<file path="src/rtl/chunk_serial_adder.sv">
// chunk_serial_adder: multi-cycle adder/subtractor that processes CHUNK bits per clock through a
// single CHUNK-bit adder slice with a registered carry, avoiding a full-width carry chain.
//
// Ports:
//   clk, rst_n            clock (rising edge), asynchronous active-low reset
//   in_valid / in_ready   operand handshake; a_in, b_in, c_in, sub sampled on accept
//   out_valid / out_ready result handshake; sum, carry, overflow held until the next result
//   busy                  an operation is in progress (not idle)
//
// sub=0: sum = a + b + c_in.  sub=1: sum = a - b - c_in (carry=1 means no borrow).
module chunk_serial_adder #(
  parameter int unsigned WIDTH = 32,
  parameter int unsigned CHUNK = 8
) (
  input  logic             clk,
  input  logic             rst_n,
  input  logic             in_valid,
  output logic             in_ready,
  input  logic [WIDTH-1:0] a_in,
  input  logic [WIDTH-1:0] b_in,
  input  logic             c_in,
  input  logic             sub,
  output logic             out_valid,
  input  logic             out_ready,
  output logic [WIDTH-1:0] sum,
  output logic             carry,
  output logic             overflow,
  output logic             busy
);

  localparam int unsigned SafeChunk = (CHUNK < 1) ? 1 : CHUNK;
  localparam int unsigned NCHUNK    = WIDTH / SafeChunk;
  localparam int unsigned IdxW      = (NCHUNK > 1) ? $clog2(NCHUNK) : 1;
  localparam logic [IdxW-1:0] LastIdx = IdxW'(NCHUNK - 1);

  if ((CHUNK < 1) || ((WIDTH % SafeChunk) != 0)) begin : g_param_check
    $error("chunk_serial_adder: WIDTH must be a positive multiple of CHUNK");
  end

  typedef enum logic [1:0] {StIdle, StRun, StDone} state_e;

  state_e           state_q, state_d;
  logic [WIDTH-1:0] a_q, a_d;       // operand A, shifted down one chunk per RUN cycle
  logic [WIDTH-1:0] b_q, b_d;       // effective operand B (inverted for subtract), shifted likewise
  logic             cy_q, cy_d;     // inter-chunk carry
  logic [IdxW-1:0]  idx_q, idx_d;
  logic [WIDTH-1:0] work_q, work_d; // partial result, filled from the top down
  logic [WIDTH-1:0] sum_q, sum_d;
  logic             carry_q, carry_d;
  logic             ovf_q, ovf_d;

  // Current chunk always sits in the low bits of the shifting operand registers.
  logic [CHUNK-1:0] a_sl, b_sl, s_sl;
  logic             c_sl;
  logic [WIDTH-1:0] work_next;

  assign a_sl = a_q[CHUNK-1:0];
  assign b_sl = b_q[CHUNK-1:0];
  assign {c_sl, s_sl} = {1'b0, a_sl} + {1'b0, b_sl} + {{CHUNK{1'b0}}, cy_q};
  // After NCHUNK insertions at the top, chunk 0 has been shifted down to bit 0.
  assign work_next = (work_q >> CHUNK) | (WIDTH'(s_sl) << (WIDTH - CHUNK));

  always_comb begin
    state_d = state_q;
    a_d     = a_q;
    b_d     = b_q;
    cy_d    = cy_q;
    idx_d   = idx_q;
    work_d  = work_q;
    sum_d   = sum_q;
    carry_d = carry_q;
    ovf_d   = ovf_q;
    unique case (state_q)
      StIdle: begin
        if (in_valid) begin
          a_d     = a_in;
          b_d     = sub ? ~b_in : b_in;
          cy_d    = sub ? ~c_in : c_in;
          idx_d   = '0;
          work_d  = '0;
          state_d = StRun;
        end
      end
      StRun: begin
        a_d    = a_q >> CHUNK;
        b_d    = b_q >> CHUNK;
        cy_d   = c_sl;
        work_d = work_next;
        idx_d  = idx_q + 1'b1;
        if (idx_q == LastIdx) begin
          // On the last chunk the slice MSBs are the operand MSBs.
          sum_d   = work_next;
          carry_d = c_sl;
          ovf_d   = (a_sl[CHUNK-1] == b_sl[CHUNK-1]) && (s_sl[CHUNK-1] != a_sl[CHUNK-1]);
          state_d = StDone;
        end
      end
      StDone: begin
        if (out_ready) begin
          state_d = StIdle;
        end
      end
      default: state_d = StIdle;
    endcase
  end

  always_ff @(posedge clk or negedge rst_n) begin
    if (!rst_n) begin
      state_q <= StIdle;
      a_q     <= '0;
      b_q     <= '0;
      cy_q    <= 1'b0;
      idx_q   <= '0;
      work_q  <= '0;
      sum_q   <= '0;
      carry_q <= 1'b0;
      ovf_q   <= 1'b0;
    end else begin
      state_q <= state_d;
      a_q     <= a_d;
      b_q     <= b_d;
      cy_q    <= cy_d;
      idx_q   <= idx_d;
      work_q  <= work_d;
      sum_q   <= sum_d;
      carry_q <= carry_d;
      ovf_q   <= ovf_d;
    end
  end

  assign in_ready  = (state_q == StIdle);
  assign out_valid = (state_q == StDone);
  assign busy      = (state_q != StIdle);
  assign sum       = sum_q;
  assign carry     = carry_q;
  assign overflow  = ovf_q;

endmodule

</file>
<file path="config.mk">
export PLATFORM = sky130hd
export DESIGN_NAME = chunk_serial_adder
export DESIGN_NICKNAME = d
export VERILOG_FILES = /design/src/rtl/chunk_serial_adder.sv
export SDC_FILE = /design/constraint.sdc
export NUM_CORES = 1
export LEC_CHECK = 0
export CAP_MARGIN = 40
export CORE_UTILIZATION = 53
export CTS_CLUSTER_SIZE = 12
export DETAILED_ROUTE_END_ITERATION = 10
export GPL_ROUTABILITY_DRIVEN = 0
export PLACE_DENSITY = 0.8
export SETUP_SLACK_MARGIN = 0.05
export SYNTH_ARGS = -nofsm -noshare
export SYNTH_HDL_FRONTEND = slang
export SYNTH_SLANG_ARGS = --single-unit
export TNS_END_PERCENT = 50
</file>
<file path="constraint.sdc">
create_clock -name clk -period 2.8 [get_ports clk]
set_input_delay 0.42 -clock clk [delete_from_list [all_inputs] [get_ports clk]]
set_output_delay 0.42 -clock clk [all_outputs]
set_load 0.005 [all_outputs]
</file>
==> flow_summary.toml, run 1 <==
[placement]
hpwl_um = 9720
place_area_sq_um = 7200
port_buffers = 106

[clock_network]
clockBufferDepth = 2
cts.sinks = 127
clk_latency_ns = 0.41
clockRootBuffer = "clkbuf_16"
clk_pin_slew_ns = 0.06
htree_levels = 4
tritoncts = "yes"
hold_buffers = 0
cts_buffers = 17
cts_resized = 0
post_cts_buffers = 0

[yosys]
synth-simple-area-share_pct = 8.77
muxShareOfSynthArea_pct = 5.25
syn-num-nets = 629
avgSynthCellArea_sq_um = 10.9
yosys_register_bits = 127
synth-compound-area-share_pct = 21.6
ys.flop_type = "dfrtp_1"
synth_largest_area_cell = "dfrtp_1"
yosysUniqueCellTypes = 44
synthTopCellsByArea = "dfrtp_1 53%, a22o_1 5.3%, mux2_2 5.3%"
ys_seq_area_share_pct = 52.9
synth-xor-area-share_pct = 5.25
yosysTopAreaCellShare_pct = 52.9
syn_area_sq_um = 6000
synth_edf_count = 0
ys_warn_count = 0
synth_top_family_by_area = "compound AO/OA/AOI/OAI gates"
synthAdderAreaFrac_pct = 2.33
synth_cells = 549
async_flop_share_pct = 100

[worst_setup_path]
startpoint_type = "flip-flop"
worstSetupEndpointType = "flip-flop"
r2r_start = "a_q[0]$_DFFE_PN0P_"
r2r_cells = 7
reg2reg_setup_slack_ns = 0.48
crit_end = "work_q[30]$_DFFE_PN0P_"
worst-path-max-fanout = 4
cp_num_cells = 7
worst_path_largest_cell_delay_ns = 0.49
crit_chain = "fa_1, inv_1, fa_1, nor2b_4, o2111a_2, nor4_1, o31ai_1"
required_ns = 3.08
cp.arrival_ns = 2.60
reg2reg_to = "work_q[30]$_DFFE_PN0P_"
crit_family = "adder cells"
path_class = "flip-flop to flip-flop"
critPathBufInv = 1
crit_top_cell = "fa_1"
critPathSlowestCell = "fa_1"
startpoint = "a_q[0]$_DFFE_PN0P_"

[worst_hold_path]
hold_path.class = "input pin to asynchronous set/reset pin"

[floorplanning]
design.core.area_sq_um = 10900
die_h_um = 108
row_count = 38
die-area_sq_um = 11800
io_pins = 107
start_util_pct = 54.9
die_w_um = 108

[power]
power_uw = 8780
seq_power_share_pct = 36.0
p_leak_uw = 0.00341
p_sw_share_pct = 35.5
p_int_uw = 5660
irDropWorstVdd_mv = 0.624
combPwrFrac_pct = 38.2
switchingPower_uw = 3110
p_clk_share_pct = 25.8
p_per_area_nw_per_um2 = 1120

[global_routing]
gr-total-overflow = 0
grt_first_pass_wirelength_um = 23900
antenna_found_initial = 0
grt_max_degree = 58
track_usage_pct = 26.8
grt_pass1_vias = 4934

[cells_and_area]
final_common_cell = "dfrtp_1"
fillCellCount = 787
num_antenna_cells = 0
fin_area_sq_um = 7810
post-route-util_pct = 71.4
drive_gt1_share_pct = 12.6
nets = 726
layout_common_cells = "127 x dfrtp_1, 104 x clkdlybuf4s50_1, 58 x o21ai_0"
area_delta_synth_final_pct = 30.1

[sta]
tns_ns = 0
post-route-period-util_pct = 83.0
setup_viol = 0
max_freq_mhz = 430
tightest_slew_ns = 0.783
finalClockSkew_ns = 0.00863
slew_headroom_pct = 47.8
slew_viol_final = 0
period_needed_ns = 2.32
rsz0062_at_grt = "no"
hold_viol = 0

[routing]
drtIter0Drc = 199
drt_wl_total_um = 14400
route.met2.wl_um = 7220
drcViolationCount = 0
vias = 4736
m1WireLength_um = 6000
wl_met3_um = 817
top_layer_used = "met4"
vias_per_cell = 5.93
routedWlPerCell_um = 18.0
firstDrtPassIters = 5
ant_nets = 0

[job]
max-cap-violations = 0

[outcome]
outcome = "completed"
-- power by group through the flow --
stage                     logic (uW)  registers, uW  clock network [uW]
after global placement          3170           3110                   0
after global routing            3700           3250                2380
final                           3350           3160                2270
after floorplan                 2170           2980                   0
after CTS                       3360           3150                2300
after detailed placement        3310           3170                   0
-- cell usage after synthesis (all sizes together) (2+ instances only) --
master,instances
mux2,28
inv,6
a2bb2oi,2
o21bai,2
and2,3
ha,8
nand2,26
nor2,17
clkbuf,17
nand3,4
a22o,36
buf,26
xnor2,14
nand2b,3
dfrtp,127
nor3,2
a22oi,36
a21oi,51
xor2,22
o211ai,4
o31ai,3
o21ai,58
fa,2
nor2b,37
-- final cells by class --
type / count / area, sq um / share of cell area, %
Clock buffer: 18 / 429 / 5.49
Sequential cell: 127 / 3180 / 40.7
Tap cell: 140 / 175 / 2.24
Clock inverter: 14 / 179 / 2.29
Timing Repair Buffer: 121 / 1220 / 15.6
Inverter: 6 / 22.5 / 0.288
Multi-Input combinational cell: 373 / 2610 / 33.4
-- worst register-to-register path, cell delays in order, from the launching register on --
cell	delay, ns
dfrtp_1	0.43
fa_1	0.50
inv_1	0.10
fa_1	0.25
nor2b_4	0.06
o2111a_2	0.27
nor4_1	0.45
o31ai_1	0.14
-- per-stage QoR --
| stage | setup slack [ns] | std cells | hold WS, ns |
|---|---|---|---|
| after floorplan | 0.753 | 549 | 0.124 |
| after global placement | 0.667 | 767 | 0.463 |
| after detailed placement | 0.584 | 767 | 0.479 |
| after CTS | 0.478 | 799 | 0.0553 |
| after global routing | 0.429 | 799 | 0.0769 |
| final | 0.477 | 799 | 0.0273 |
-- how the worst min path moves through the flow --
stage,end,slack [ns],startpoint
2_1_floorplan,a_q[0]$_DFFE_PN0P_,0.12,rst_n
3_3_place_gp,b_q[9]$_DFFE_PN0P_,0.46,b_q[9]$_DFFE_PN0P_
4_1_cts,sum[9]$_DFFE_PN0P_,0.06,rst_n
5_1_grt,sum[10]$_DFFE_PN0P_,0.08,rst_n
6_report,sum[9]$_DFFE_PN0P_,0.03,rst_n
3_5_place_dp,b_q[12]$_DFFE_PN0P_,0.48,b_q[12]$_DFFE_PN0P_
-- sequential cells by signal (all words and copies together), names as in the netlist --
name      cells
a_q          32
b_q          32
sum          32
work_q       24
idx_q         2
state_q       2
carry         1
cy_q          1
overflow      1
-- metal layers --
metal | vias up | GRT usage [%]
met1 | 2333 | 33.8
met3 | 34 | 6.15
met2 | 194 | 44.8
met5 | - | 0
li1 | 2175 | -
met4 | 0 | 10.4
-- cells by family (layout without fill, tap and decap cells) --
logic type | count (synthesis) | count (layout)
AOI/OAI and AO/OA | 201 | 201
DFF | 127 | 127
and+or+nand+nor | 98 | 98
buffers and inverters | 49 | 159
xor gates and xnor gates | 36 | 36
muxes | 28 | 28
adders and majority gates | 10 | 10
Note: power is estimated with default switching activity, not from simulation.
==> run 2: changes to the inputs <==
==> constraint.sdc (replaced) <==
create_clock -name clk -period 2.3 [get_ports clk]
set_input_delay 0.345 -clock clk [delete_from_list [all_inputs] [get_ports clk]]
set_output_delay 0.345 -clock clk [all_outputs]
set_load 0.005 [all_outputs]
==> flow_summary.toml, run 2 (synthesis results as in run 1) <==
[sta]
post-route-period-util_pct = 97.6
slew_headroom_pct = 49.4
rsz0062_at_grt = "yes"
max_freq_mhz = 446
worst_slack_ns = 0.0553
finalClockSkew_ns = 0.0108
fin_hold_ws_ns = 0.0246
tns_ns = 0
tightest_slew_ns = 0.759
slew_viol_final = 0
period_needed_ns = 2.24
hold_viol = 0
setup_viol = 0

[floorplanning]
start_util_pct = 54.9
die_w_um = 108
row_count = 38
die-area_sq_um = 11800
design.core.area_sq_um = 10900
io_pins = 107
die_h_um = 108

[cells_and_area]
drive_gt1_share_pct = 13.6
nets = 728
num_antenna_cells = 0
layout_common_cells = "127 x dfrtp_1, 104 x clkdlybuf4s50_1, 58 x o21ai_0"
area_delta_synth_final_pct = 30.7
final_common_cell = "dfrtp_1"

[global_routing]
gr-total-overflow = 0
antenna_found_initial = 0
grt_first_pass_wirelength_um = 23200
track_usage_pct = 26.0
grt_pass1_vias = 4774
grt_max_degree = 128

[routing]
firstDrtPassIters = 5
vias = 4769
drcViolationCount = 0
routedWlPerCell_um = 18.0
drtIter0Drc = 278
ant_nets = 0
drt_wl_total_um = 14400
vias_per_cell = 5.95

[clock_network]
tritoncts = "yes"
clk_latency_ns = 0.41
clockRootBuffer = "clkbuf_16"
cts_buffers = 17
clockBufferDepth = 2
cts.sinks = 127
htree_levels = 4
clk_pin_slew_ns = 0.06

[outcome]
outcome = "completed"

[worst_setup_path]
worstSetupEndpointType = "flip-flop"
cp.arrival_ns = 2.56
path_class = "flip-flop to flip-flop"
startpoint_type = "flip-flop"
required_ns = 2.62
worst-path-max-fanout = 4

[power]
irDropWorstVdd_mv = 0.762
p_leak_uw = 0.00344
p_per_area_nw_per_um2 = 1370

[placement]
hpwl_um = 9410
dp_slack_ns = 0.0943
port_buffers = 106

[worst_hold_path]
hold_path.class = "input pin to asynchronous set/reset pin"

[job]
max-cap-violations = 0
[run 2: cell count changes in the layout (fill, tap and decap cells not counted), sizes merged]
| cell | delta |
|---|---|
| clkbuf | -1 |
| buf | +2 |
| inv | +2 |
| clkinv | +1 |
| clkinvlp | -2 |
[run 2: metal layers]
layer | GRT usage [%] | up-vias | wire [um]
met5 | 0 | - | 0
met4 | 8.78 | 0 | 278
met3 | 5.97 | 24 | 909
met2 | 44.7 | 189 | 7450
met1 | 32.2 | 2375 | 5760
li1 | - | 2181 | -
[run 2: layout make-up]
type                    instances  area [sq um]
clock buffers                  17           425
repair buffers                123          1220
clock inverters                15           199
fillers                       764          3090
multi-input cells             373          2630
inverters                       6          22.5
flip-flops and latches        127          3180
well taps                     140           175
[run 2: repair_timing]
item	CTS	global route
gates resized for setup	0	4
hold buffers	0	0
setup endpoints to repair	0	4
hold endpoints to repair	0	0
buffers inserted	0	0
[run 2: critical path: stages (launching register included)]
cell,delay (ns)
dfrtp_1,0.41
fa_1,0.49
inv_1,0.11
fa_2,0.25
nor2b_4,0.05
o2111a_2,0.27
o31a_1,0.32
o31ai_2,0.26
[run 2: path summary, 6_finish.rpt]
check / start / to / slack (ns) / depth (start not counted)
min in group clk: b_q[9]$_DFFE_PN0P_ / b_q[9]$_DFFE_PN0P_ / 0.48 / 2
worst min-delay path: rst_n / sum[10]$_DFFE_PN0P_ / 0.02 / 2
max in group asynchronous: rst_n / a_q[4]$_DFFE_PN0P_ / 1.78 / 2
worst max-delay path: a_q[0]$_DFFE_PN0P_ / sum[30]$_DFFE_PN0P_ / 0.06 / 7
worst min register to register: b_q[9]$_DFFE_PN0P_ / b_q[9]$_DFFE_PN0P_ / 0.48 / 2
worst max register to register: a_q[0]$_DFFE_PN0P_ / sum[30]$_DFFE_PN0P_ / 0.06 / 7
[run 2: where the power goes]
| part | leakage (uW) | internal [uW] | switching (uW) | total [uW] |
|---|---|---|---|---|
| combinational | 0.00148 | 2030 | 2080 | 4110 |
| sequential | 0.00165 | 3150 | 710 | 3860 |
| clock | 0.000304 | 1740 | 1070 | 2820 |
[run 2: metrics by stage]
| stage | std cells | instance area, sq um | power [uW] | util (%) |
|---|---|---|---|---|
| after floorplan | 549 | 6000 | 6270 | - |
| after global placement | 769 | 7210 | 7610 | 65.9 |
| after detailed placement | 769 | 7210 | 7870 | 65.9 |
| after CTS | 801 | 7830 | 10800 | 71.6 |
| after global routing | 801 | 7850 | 11400 | 71.8 |
| final | 801 | 7850 | 10800 | 71.8 |
